**src/rtl/sram_pkg.sv**
```systemverilog
// Shared types and sizing for the 32-bit-over-16-bit SRAM controller.
package sram_pkg;

  localparam int unsigned SRAM_ADDR_W = 18;
  localparam int unsigned SRAM_DATA_W = 16;
  localparam int unsigned WORD_IDX_W  = SRAM_ADDR_W - 1;
  localparam int unsigned PHASE_CNT_W = 4;

  localparam logic [31:0] DATA_BASE_DEFAULT = 32'd1024;

  typedef enum logic [1:0] {
    IDLE = 2'd0,
    LO   = 2'd1,
    HI   = 2'd2,
    DONE = 2'd3
  } state_t;

endpackage

```
**src/rtl/sram_phase_counter.sv**
```systemverilog
// Counts the cycles of one SRAM half-access and flags its last cycle.
module sram_phase_counter
  import sram_pkg::*;
#(
  parameter int unsigned PHASE_CYCLES = 2
) (
  input  logic clk,
  input  logic rst,
  input  logic clear,
  input  logic enable,
  output logic tc_c
);

  logic [PHASE_CNT_W-1:0] cnt;

  // Terminal count marks the final cycle of the current phase.
  assign tc_c = (cnt == PHASE_CNT_W'(PHASE_CYCLES - 1));

  // Counter wraps at terminal count so LO hands a fresh count to HI.
  always_ff @(posedge clk or posedge rst) begin
    if (rst) begin
      cnt <= '0;
    end else if (clear) begin
      cnt <= '0;
    end else if (enable) begin
      cnt <= tc_c ? '0 : cnt + PHASE_CNT_W'(1);
    end
  end

endmodule

```
**src/rtl/sram_controller.sv**
```systemverilog
// Splits each 32-bit pipeline load/store into two 16-bit SRAM accesses.
module sram_controller
  import sram_pkg::*;
#(
  parameter int unsigned PHASE_CYCLES = 2,
  parameter logic [31:0] DATA_BASE    = DATA_BASE_DEFAULT
) (
  input  logic                   clk,
  input  logic                   rst,
  input  logic                   rd_en,
  input  logic                   wr_en,
  input  logic [31:0]            address,
  input  logic [31:0]            write_data,
  output logic [31:0]            read_data,
  output logic                   ready,
  output logic [SRAM_ADDR_W-1:0] sram_addr,
  output logic [SRAM_DATA_W-1:0] sram_dq_out,
  input  logic [SRAM_DATA_W-1:0] sram_dq_in,
  output logic                   sram_dq_oe,
  output logic                   sram_we_n
);

  state_t state, next_state;

  logic                   is_wr_q;
  logic [WORD_IDX_W-1:0]  idx_q;
  logic [SRAM_DATA_W-1:0] wdata_hi_q;

  logic [31:0]            offset_c;
  logic [WORD_IDX_W-1:0]  idx_c;
  logic                   tc_c;
  logic                   start_c;
  logic                   cnt_clear_c;

  logic [SRAM_ADDR_W-1:0] addr_d;
  logic [SRAM_DATA_W-1:0] dq_out_d;
  logic                   oe_d;
  logic                   we_n_d;
  logic                   cap_lo_c;
  logic                   cap_hi_c;

  // Word index wraps freely; addresses below DATA_BASE alias high SRAM words.
  assign offset_c    = address - DATA_BASE;
  assign idx_c       = WORD_IDX_W'(offset_c >> 2);
  assign start_c     = (state == IDLE) && (rd_en || wr_en);
  assign cnt_clear_c = (state != LO) && (state != HI);

  assign ready = (state == DONE) || ((state == IDLE) && !rd_en && !wr_en);

  sram_phase_counter #(
    .PHASE_CYCLES(PHASE_CYCLES)
  ) u_phase_counter (
    .clk   (clk),
    .rst   (rst),
    .clear (cnt_clear_c),
    .enable(!cnt_clear_c),
    .tc_c  (tc_c)
  );

  // State register.
  always_ff @(posedge clk or posedge rst) begin
    if (rst) begin
      state <= IDLE;
    end else begin
      state <= next_state;
    end
  end

  // Next state plus the SRAM pin values for the cycle being entered.
  always_comb begin
    next_state = state;
    addr_d     = sram_addr;
    dq_out_d   = sram_dq_out;
    oe_d       = sram_dq_oe;
    we_n_d     = sram_we_n;
    cap_lo_c   = 1'b0;
    cap_hi_c   = 1'b0;
    case (state)
      IDLE: begin
        if (rd_en || wr_en) begin
          next_state = LO;
          addr_d     = {idx_c, 1'b0};
          oe_d       = wr_en;
          we_n_d     = !wr_en;
          if (wr_en) dq_out_d = write_data[15:0];
        end
      end
      LO: begin
        if (tc_c) begin
          next_state = HI;
          addr_d     = {idx_q, 1'b1};
          if (is_wr_q) dq_out_d = wdata_hi_q;
          else         cap_lo_c = 1'b1;
        end
      end
      HI: begin
        if (tc_c) begin
          next_state = DONE;
          oe_d       = 1'b0;
          we_n_d     = 1'b1;
          cap_hi_c   = !is_wr_q;
        end
      end
      DONE:    next_state = IDLE;
      default: next_state = IDLE;
    endcase
  end

  // Request latch: operation, word index and upper store half.
  always_ff @(posedge clk or posedge rst) begin
    if (rst) begin
      is_wr_q    <= 1'b0;
      idx_q      <= '0;
      wdata_hi_q <= '0;
    end else if (start_c) begin
      is_wr_q    <= wr_en;
      idx_q      <= idx_c;
      wdata_hi_q <= write_data[31:16];
    end
  end

  // Registered SRAM pins and load data.
  always_ff @(posedge clk or posedge rst) begin
    if (rst) begin
      sram_addr   <= '0;
      sram_dq_out <= '0;
      sram_dq_oe  <= 1'b0;
      sram_we_n   <= 1'b1;
      read_data   <= '0;
    end else begin
      sram_addr   <= addr_d;
      sram_dq_out <= dq_out_d;
      sram_dq_oe  <= oe_d;
      sram_we_n   <= we_n_d;
      if (cap_lo_c) read_data[15:0]  <= sram_dq_in;
      if (cap_hi_c) read_data[31:16] <= sram_dq_in;
    end
  end

endmodule

```
**config.mk**
```make
export PLATFORM = sky130hd
export DESIGN_NAME = sram_controller
export DESIGN_NICKNAME = d
export VERILOG_FILES = /design/src/rtl/sram_pkg.sv /design/src/rtl/sram_phase_counter.sv /design/src/rtl/sram_controller.sv
export SDC_FILE = /design/constraint.sdc
export NUM_CORES = 1
export LEC_CHECK = 0
export BUFFER_PORTS_ARGS = -buffer_cell sky130_fd_sc_hd__buf_2
export CAP_MARGIN = 20
export CORE_ASPECT_RATIO = 1.75
export CORE_MARGIN = 1.5
export CORE_UTILIZATION = 38
export DETAILED_ROUTE_END_ITERATION = 7
export PLACE_DENSITY = 0.66
export SLEW_MARGIN = 20
export SYNTH_ARGS = -nofsm -noshare
export SYNTH_HDL_FRONTEND = slang
export SYNTH_HIERARCHICAL = 1
export SYNTH_SLANG_ARGS = --single-unit
```
**constraint.sdc**
```tcl
create_clock -name clk -period 5.95 [get_ports clk]
set_input_delay 0.595 -clock clk [delete_from_list [all_inputs] [get_ports clk]]
set_output_delay 0.595 -clock clk [all_outputs]
set_load 0.005 [all_outputs]
```
==> flow_summary.toml <==
[timing]
setup_tns_ns = 0
setup_viol = 0
fin_skew_ns = 0.00878
clock.fmax_mhz = 356
rsz0062_at_grt = "false"
tightest_slew_ns = 0.963
min_period_over_period_pct = 47.2
hold_viol = 0
slew_violations = 0
setup_ws_ns = 3.14
min_period_ns = 2.81
slew_headroom_pct = 35.8

[clocking]
ctsResizeCount = 0
cts_tree = "yes"
cts_made_buffers = 9
clock_latency_ns = 0.34
cts-root-buf = "clkbuf_16"
max-clock-path-buffers = 2
cts_setup_buffers = 0
cts_htree_levels = 3
clk_pin_slew_ns = 0.07
clkSinkCount = 108
hold_buffers = 0

[power]
clockPowerShare_pct = 18.0
ir_drop_mv = 0.273
p_int_mw = 2.05
seqPwrFrac_pct = 41.2
p_switching_mw = 1.09
swShare_pct = 34.7
p_leak_nw = 2.72
p_per_area_nw_per_um2 = 537
p_comb_share_pct = 40.8

[global_routing]
grt_overflow = 0
grt_max_degree = 77
grt_util_all_layers_pct = 15.8
grt_pass1_vias = 3504
grt_pass1_wl_microns = 16300
grt_antenna_before_repair = 0

[floorplanning]
core_area_sq_um = 12100
ios = 153
die-area_sq_um = 13200
fp-row-count = 53
fp.dieW_microns = 87.4
start_util_pct = 39.3
die-height_microns = 151

[critical_path]
cp.required_ns = 5.36
worstSetupEndpointType = "output pin"
crit_type = "reg2out"
critPathLaunchType = "flop"
crit_fanout = 10
critPathArrivalTime_ns = 2.21

[routing]
drt_iter0_drc = 108
antenna_left = 0
drt_pre_antenna_iters = 4
drc = 0
avgViaCountPerCell = 4.93
vias = 3359
routed_wirelength_microns = 10000
post_drt_wl_per_cell_microns = 14.7

[finish]
area_growth_pct = 23.4
postLayoutCellArea_sq_um = 5850
final_cells = 682
fin_nets = 603
antenna_cells = 0
finish.utilization_pct = 48.5
drive_above_1_share_pct = 43.9
nFillCells = 1163

[synthesis]
seq_area_frac_synth_pct = 57.0
ys_seq_elements = 108
synth_nets = 469
synth_edf_count = 0
syn_area_sq_um = 4740
synthArstFlopShare_pct = 100
avgSynthCellArea_sq_um = 12.5
synth_ff_type = "dfrtp_1"
netlist_instances = 378
ys_warn_count = 6
yosysUniqueCellTypes = 44

[place]
gp_congestion = 0.731
dp_hpwl_microns = 7260
dp_slack_ns = 3.49
port_buffers = 137
dp_cells = 666
place_area_sq_um = 5570

[status]
status = "finished clean"

[job]
max_cap_viol_count = 0

[min_path]
hp-class = "in2async"
[cells in the mapped netlist, drive strengths merged (2+ instances only)]
master	instances	area, sq um
inv	10	37.5
nand2	33	124
clkbuf	3	11.3
o21ai	26	134
dfrtp	107	2680
mux2i	27	270
ha	7	87.6
nand3	2	10.0
o211ai	3	36.3
buf	16	110
nor2b	3	18.8
nand2b	4	25.0
or3b	3	26.3
a21oi	20	100
nor4	2	42.5
a32oi	2	17.5
nor3b	3	22.5
nor2	23	86.3
xnor2	7	61.3
mux2	59	672
[worst max-delay path: stages, from the launching register on]
cell and delay, ns:
dfrtp_1 0.41, inv_1 0.11, ha_1 0.47, or3b_1 0.56, or2b_1 0.21, buf_2 0.10
[placed cells by master, fill, tap and decap left out, drive strengths merged, types with 3 or more instances in the layout]
master / instances
nand2: 33
mux2i: 27
nor3b: 3
nor2b: 3
or3b: 3
xnor2: 7
inv: 13
clkbuf: 11
a21oi: 20
o211ai: 3
mux2: 59
o21ai: 26
nor2: 23
ha: 7
buf: 142
dfrtp: 107
nand2b: 4
[power groups by stage]
stage               sequential, mW  clock (mW)  combinational [mW]
floorplan                     1.30           0               0.870
global placement              1.29           0                1.26
detailed placement            1.31           0                1.31
CTS                           1.30       0.590                1.31
global route                  1.34       0.616                1.44
finish                        1.29       0.567                1.28
[registers in the layout, indices dropped and copies added (netlist names), 2 cells and up]
signal / flops
read_data: 32
sram_addr: 18
idx_q: 17
sram_dq_out: 16
wdata_hi_q: 16
u_phase_counter/cnt: 4
state: 2
[through the flow]
stage	hold WS, ns	total power, mW
2_1_floorplan	0.361	2.17
3_3_place_gp	0.462	2.55
3_5_place_dp	0.470	2.62
4_1_cts	0.159	3.20
5_1_grt	0.170	3.40
6_report	0.172	3.14
[final timing paths]
check	startpoint	end	slack [ns]	cells after the start
min	rst	u_phase_counter/cnt[0]	0.17	2
max	state[1]	ready	3.14	5
max reg2reg	u_phase_counter/cnt[1]	read_data[0]	3.56	7
min reg2reg	sram_addr[7]	sram_addr[7]	0.48	2
max in group asynchronous	rst	wdata_hi_q[0]	4.41	3
min in group clk	sram_addr[7]	sram_addr[7]	0.48	2
[final cells by class]
type	count	area, sq um	area share (%)
tap	165	206	3.53
inverter	10	40.0	0.684
sequential	108	2700	46.2
multi-input combinational	241	1890	32.3
timing repair buffer	142	723	12.4
clock inverter	5	43.8	0.748
clock buffer	11	243	4.15
[layer usage]
layer  global-route usage [%]  wire [microns]
met4                     5.16             196
met5                        0               0
met2                     28.7            5320
met3                     4.50             607
met1                     17.4            3900
[cell families (layout without fill, tap and decap cells)]
group | after synthesis | after routing | synth area share [%]
AND/OR/NAND/NOR | 81 | 81 | 8.79
adder cells (fa/ha/maj) | 7 | 7 | 1.85
flip-flops | 108 | 108 | 57.0
AO/OA/AOI/OAI | 60 | 60 | 7.81
multiplexers | 86 | 86 | 19.9
buffers and inverters | 29 | 168 | 3.35
XOR/XNOR | 7 | 7 | 1.29
Note: power is estimated with default switching activity, not from simulation.
